===== src/rtl/odd_parity_tx.sv =====
// Serial transmitter: start bit, N data bits LSB first, even-total parity bit, stop bit.
// Each bit is held for CLKS_PER_BIT cycles; ser_out, busy and frame_done are registered.
module odd_parity_tx #(
    parameter int N            = 8,
    parameter int CLKS_PER_BIT = 4
) (
    input  logic         clk,
    input  logic         rst_n,
    input  logic [N-1:0] din,
    input  logic         din_valid,
    output logic         din_ready,
    output logic         ser_out,
    output logic         busy,
    output logic         frame_done
);

    localparam int CW = (CLKS_PER_BIT > 1) ? $clog2(CLKS_PER_BIT) : 1;
    localparam int IW = ($clog2(N + 1) > 1) ? $clog2(N + 1) : 1;
    localparam logic [CW-1:0] CNT_LAST = CW'(CLKS_PER_BIT - 1);
    localparam logic [IW-1:0] IDX_LAST = IW'(N - 1);

    typedef enum logic [2:0] {
        IDLE   = 3'd0,
        START  = 3'd1,
        DATA   = 3'd2,
        PARITY = 3'd3,
        STOP   = 3'd4
    } state_t;

    // XOR of all word bits: 1 when the word holds an odd number of ones
    function automatic logic parity_f(input logic [N-1:0] word);
        return ^word;
    endfunction

    state_t         state_q, state_d;
    logic [CW-1:0]  cnt_q, cnt_d;
    logic [IW-1:0]  idx_q, idx_d;
    logic [N-1:0]   shreg_q, shreg_d;
    logic           par_q, par_d;
    logic           ser_q, ser_d;
    logic           busy_q, busy_d;
    logic           done_q, done_d;
    logic           bit_end_s;

    assign bit_end_s  = (cnt_q == CNT_LAST);
    assign din_ready  = (state_q == IDLE) && rst_n;
    assign ser_out    = ser_q;
    assign busy       = busy_q;
    assign frame_done = done_q;

    // Next-state logic; ser_d is the line level for the cycle after the edge
    always_comb begin
        state_d = state_q;
        cnt_d   = cnt_q;
        idx_d   = idx_q;
        shreg_d = shreg_q;
        par_d   = par_q;
        ser_d   = ser_q;
        case (state_q)
            IDLE: begin
                cnt_d = '0;
                idx_d = '0;
                ser_d = 1'b1;
                if (din_valid) begin
                    state_d = START;
                    shreg_d = din;
                    par_d   = parity_f(din);
                    ser_d   = 1'b0;
                end else begin
                    state_d = IDLE;
                end
            end
            START: begin
                if (bit_end_s) begin
                    state_d = DATA;
                    cnt_d   = '0;
                    idx_d   = '0;
                    ser_d   = shreg_q[0];
                    shreg_d = shreg_q >> 1;
                end else begin
                    cnt_d = cnt_q + CW'(1);
                end
            end
            DATA: begin
                if (bit_end_s) begin
                    cnt_d = '0;
                    if (idx_q == IDX_LAST) begin
                        state_d = PARITY;
                        ser_d   = par_q;
                    end else begin
                        idx_d   = idx_q + IW'(1);
                        ser_d   = shreg_q[0];
                        shreg_d = shreg_q >> 1;
                    end
                end else begin
                    cnt_d = cnt_q + CW'(1);
                end
            end
            PARITY: begin
                if (bit_end_s) begin
                    state_d = STOP;
                    cnt_d   = '0;
                    ser_d   = 1'b1;
                end else begin
                    cnt_d = cnt_q + CW'(1);
                end
            end
            STOP: begin
                if (bit_end_s) begin
                    state_d = IDLE;
                    cnt_d   = '0;
                    ser_d   = 1'b1;
                end else begin
                    cnt_d = cnt_q + CW'(1);
                end
            end
            default: begin
                state_d = IDLE;
                cnt_d   = '0;
                idx_d   = '0;
                ser_d   = 1'b1;
            end
        endcase
        busy_d = (state_d != IDLE);
        done_d = (state_d == STOP) && (cnt_d == CNT_LAST);
    end

    // State and output registers with synchronous active-low reset
    always_ff @(posedge clk) begin
        if (!rst_n) begin
            state_q <= IDLE;
            cnt_q   <= '0;
            idx_q   <= '0;
            shreg_q <= '0;
            par_q   <= 1'b0;
            ser_q   <= 1'b1;
            busy_q  <= 1'b0;
            done_q  <= 1'b0;
        end else begin
            state_q <= state_d;
            cnt_q   <= cnt_d;
            idx_q   <= idx_d;
            shreg_q <= shreg_d;
            par_q   <= par_d;
            ser_q   <= ser_d;
            busy_q  <= busy_d;
            done_q  <= done_d;
        end
    end

endmodule


===== config.mk =====
export PLATFORM = sky130hd
export DESIGN_NAME = odd_parity_tx
export DESIGN_NICKNAME = d
export VERILOG_FILES = /design/src/rtl/odd_parity_tx.sv
export SDC_FILE = /design/constraint.sdc
export NUM_CORES = 1
export LEC_CHECK = 0
export CORE_AREA = 2 2 68 70
export DETAILED_ROUTE_END_ITERATION = 16
export DIE_AREA = 0 0 70 72
export GPL_TIMING_DRIVEN = 0
export PLACE_DENSITY = 0.51
export SKIP_CTS_REPAIR_TIMING = 1
export SLEW_MARGIN = 30
export SYNTH_ARGS = -nofsm -noshare
export SYNTH_HDL_FRONTEND = slang
export SYNTH_SLANG_ARGS = --single-unit
export TNS_END_PERCENT = 30

===== constraint.sdc =====
create_clock -name clk -period 3.05 [get_ports clk]
set_input_delay 0.61 -clock clk [delete_from_list [all_inputs] [get_ports clk]]
set_output_delay 0.61 -clock clk [all_outputs]
set_load 0.05 [all_outputs]

Word-level counts from Yosys, hierarchy flattened:

Cells that the tools add are included.

* add/sub/neg operators: 2
* muxes and demuxes: 24
* reductions and logical operators: 12
* bitwise logic cells: 1
* eq/ne operators: 13

Operators by type and width (count)
* 2-to-1 mux 8 bit: 4
* one-hot mux 8 bit (3 select lines): 1
* 2-to-1 mux 3 bit: 5
* one-hot mux 3 bit (5 select lines): 1
* 2-to-1 mux 4 bit: 3
* one-hot mux 4 bit (3 select lines): 1
* != test 2 bit, second input constant: 4
* XOR reduction 8 bit: 1
* == test 3 x 2 -> 1 bit, second input constant: 2
* == test 3 bit, second input constant: 2
* 2-to-1 mux 1 bit: 6
* nonzero test 3 bit: 2
* AND reduction 5 bit: 1
* adder 4 x 1 -> 4 bit, second input constant: 1
* == test 2 bit, second input constant: 2
* == test 4 x 3 -> 1 bit, second input constant: 1
* 2-to-1 mux 2 bit: 2
* one-hot mux 1 bit (4 select lines): 1
* AND reduction 4 bit: 1
* OR reduction 4 bit: 1
* == test 3 x 1 -> 1 bit, second input constant: 1
* zero test 3 bit: 1
* AND reduction 3 bit: 1
* adder 2 x 1 -> 2 bit, second input constant: 1
* other kinds (5): 6

* logic and storage cells: 60
* output and inout bits: 4
* register bits after elaboration: 21
* input port bits: 11

Logic depth before layout (Yosys ltp):

Gate-level depths: netlist (run 1).

* word-level depth: 6
* gate-level depth with buffers: 7
* depth with buffers taken out: 5

Worst setup path after synthesis (run 1):

OpenSTA, ideal clock, no wires.

* kind: in2out
* start point: input port rst_n
* end point: output port din_ready
* buffers on the path: 1
* slack: 0.444 ns
* stages on the path: 3
* data arrival time: 1.996 ns
* cells stage by stage: clkbuf_1 > nand2_1 > nor3_1

* cells in the longest elaborated chain, start to end: 1

Ends and longest elaborated chain
* start: declaration: RTL line 8 `input logic rst_n,`
* logical AND 1 bit: RTL line 46 `assign din_ready = (state_q == IDLE) && rst_n;`
* end: declaration: RTL line 11 `output logic din_ready,`

Every way passes these cells.

Worst setup path after layout (run 1):

* start point: register state_q[2]
* end point: output port din_ready

* cells in the longest elaborated chain, start to end: 2

Ends and longest elaborated chain
* start: declaration: RTL line 35 `state_t state_q, state_d;`
* start signal: assignment: RTL line 140 `state_q <= state_d;`
* zero test 3 bit: RTL line 46
* logical AND 1 bit: RTL line 46

Every way passes these cells.

==> summary.md, run 1 <==
| Metric | Value |
|---|---|
| Global-route wire length before repair | 4420 um |
| Max Cap Viol | 0 |
| Commonest cells in the netlist | dfxtp_1, a21oi_1, xnor2_1, a311oi_1, mux2i_1 |
| Ratio of cells with drive above 1 in the final layout | 12.1% |
| Grt total ovfl | 0 |
| Number of placement rows | 24 |
| Buffers on Ports | 13 |
| Post-synth design cell area | 1150 um^2 |
| Synthesis Warnings | 0 |
| Clock insertion delay at the later pin of the skew report | 0.26 ns |
| Area of the die | 5040 um^2 |
| Number of H-tree branching levels | 1 |
| # clock sinks | 21 |
| Final layout net count | 154 |
| Per-cell routed wire length | 13.0 um |
| Clock tree from TritonCTS | done |
| Antenna Cells | 0 |
| TritonRoute pass-1 iters | 4 |
| Final setup skew | 0.00156 ns |
| Number of distinct standard cells referenced by the synthesized netlist | 40 |
| Initial antenna violation count | 0 |
| Most repeated cell in the gate-level netlist after synthesis | dfxtp_1 |
| Slew Limit Headroom | 66.7% |
| Endpoint type of the worst setup path | output port |
| Crit Path Class | reg2out |
| Count of flip-flops with a built-in enable after synthesis | 0 |
| Worst Reg2Reg Path Length in Cells | 5 |
| Ratio of total power to cell area | 431 nW/um^2 |
| Capture endpoint of the worst hold path | cnt_q[0]$_SDFF_PN0_ |
| Element type at the critical path start | flip-flop |
| Setup repair after global routing missed its margin | no |
| Vias in the first global route | 960 |
| Clock-pin slew on the worst setup and hold paths | 0.07 ns |
| Gpl congestion | 0.730 |
| Root buffer cell | clkbuf_8 |
| Net count after synthesis | 136 |
| Data arrival time of the critical path | 2.12 ns |
| Maximum operating frequency | 0.366 GHz |
| Req. time, crit path | 2.44 ns |
| Detailed placement HPWL | 1850 um |
| Die outline height | 72 um |
| Share of the core filled with cells in the final layout | 32.5% |
| Count of final hold-check violations | 0 |
| Flip-flop cell with the highest count after synthesis | dfxtp_1 |
| Remaining antenna violation count | 0 |
| Shortest period the worst path allows | 2.73 ns |
| Post-synthesis register bit count | 21 |
| Signed area change from the synthesized netlist to the final layout | 20.9% |
| Reg2Reg Setup Slack | 1.24 ns |
| Average cell area after synthesis | 9.33 um^2 |
| Cell taking the most area after synthesis | dfxtp_1 |
| Vias per Instance | 5.08 |
| Worst-case clock buffer depth | 2 |
| Fraction of the yosys area taken by sequential cells | 36.6% |
| Asr flop ratio synth | 0% |
| Routed via count | 976 |
| Combined area of the multi-input logic cells | 661 um^2 |
| Register area | 420 um^2 |
| Number of slew-limit violations in the final report | 0 |
| Synthesized instance count | 123 |
| Total wirelength of the detailed-routed design | 2490 um |
| Critical Path Fanout Max | 10 |
| Worst slew pin tran | 0.500 ns |
| Core Footprint | 4260 um^2 |
| Endpoints failing setup | 0 |
| Aggregate negative setup slack | 0 ns |
| Largest net degree at the start of global routing | 12 |
| Initial core utilization | 26.9% |
| Hold Path Depth | 1 |
| GRT Util Overall | 10.8% |
| Count of unresolved DRC violations after routing | 0 |
| Worst supply voltage drop on vdd | 0.000205 V |
| Synth area leaders | dfxtp_1, mux2i_1, xnor2_1, a311oi_1, a21oi_1 |
| Startpoint of the tightest hold check path | cnt_q[0]$_SDFF_PN0_ |
| Iteration-0 DRC Markers | 43 |
| Width of the die | 70 um |
| Proportion of netlist area held by the largest area contributor | 36.6% |
| Result of the run | completed |
| Ports | 15 |
| Filler cells | 443 |
| Tightest Hold Check Type | reg2reg |
| Num CTS Buffers | 3 |
| Destination of the worst register-to-register timing path | ser_out$_SDFFE_PN1P_ |
| Leakage Power | 0.495 nW |
| Final cycle utilization of the critical path | 89.6% |
| FF-to-FF Start | idx_q[0]$_SDFFE_PN0P_ |
[through the flow]
stage               total power, mW  area (um^2)  hold WS [ns]  cells  setup WS (ns)
floorplan                     0.388         1150         0.423    123          0.444
global placement              0.423         1340         0.440    188          0.384
detailed placement            0.424         1340         0.452    188          0.362
CTS                           0.606         1390         0.460    192          0.289
global route                  0.636         1390         0.494    192          0.184
finish                        0.597         1390         0.452    192          0.319
[worst max path at each step]
stage	startpoint	to	slack, ns	cells after the start
4_1_cts	state_q[2]$_SDFF_PN0_	din_ready	0.29	5
5_1_grt	state_q[2]$_SDFF_PN0_	din_ready	0.18	5
3_5_place_dp	rst_n	din_ready	0.36	4
2_1_floorplan	rst_n	din_ready	0.44	3
3_3_place_gp	rst_n	din_ready	0.38	4
6_report	state_q[2]$_SDFF_PN0_	din_ready	0.32	5
[cells by family (layout without fill, tap and decap cells)]
| group | after synthesis | in the layout | synth area share (%) |
|---|---|---|---|
| buffers and inverters | 13 | 30 | 5.78 |
| XOR/XNOR | 10 | 10 | 7.63 |
| flip-flops | 21 | 21 | 36.6 |
| multiplexers | 10 | 10 | 8.83 |
| adder cells (fa/ha/maj) | 2 | 2 | 2.18 |
| AO/OA/AOI/OAI | 33 | 33 | 20.3 |
| AND/OR/NAND/NOR | 34 | 34 | 18.6 |
[cells in the final DEF (no fill, tap or decap), drive strengths merged, types with 2 or more instances in the layout]
cell / n
nor2: 6
xnor2: 10
ha: 2
nand2b: 2
inv: 4
buf: 7
clkbuf: 6
a21oi: 11
dfxtp: 21
mux2i: 9
nand3b: 2
nor2b: 2
nor3: 2
a311oi: 9
nand2: 6
clkdlybuf4s50: 13
nand3: 4
o21ai: 5
nor3b: 3
[sequential cells by signal, indices dropped and copies added, names as in the netlist]
signal / flops
busy: 1
shreg_q: 8
state_q: 3
frame_done: 1
cnt_q: 2
par_q: 1
ser_out: 1
idx_q: 4
[critical path: stages, from the launching register on]
cell	delay [ns]
dfxtp_1	0.42
inv_1	0.14
buf_2	0.24
nand2_1	0.10
nor3_1	0.15
clkdlybuf4s50_1	0.82
[routing by layer]
metal | vias up | GRT usage (%) | part of all wire, %
met1 | 459 | 13.5 | 47
met4 | 0 | 3.21 | 1.3
met2 | 25 | 17.9 | 48
met5 | - | 0 | 0
met3 | 4 | 3.61 | 4.1
li1 | 488 | - | -
[final cells by class]
class / count / share of cell area [%]
sequential: 21 / 30.3
inverter: 4 / 1.08
tap: 52 / 4.69
timing repair buffer: 13 / 9.38
multi-input combinational: 89 / 47.6
clock buffer: 4 / 3.25
buffer: 9 / 3.70
[power breakdown]
group	total [mW]	internal (mW)	switching, mW
registers	0.297	0.290	0.00726
clock network	0.181	0.0930	0.0876
logic	0.120	0.0582	0.0619
total	0.597	0.441	0.157
Note: power is estimated with default switching activity, not from simulation.
==> run 2, diff against run 1 <==
- TNS_END_PERCENT: 30 -> 5
==> results of run 2 <==
The final DEF is identical to that of run 1; final timing and power are the same.
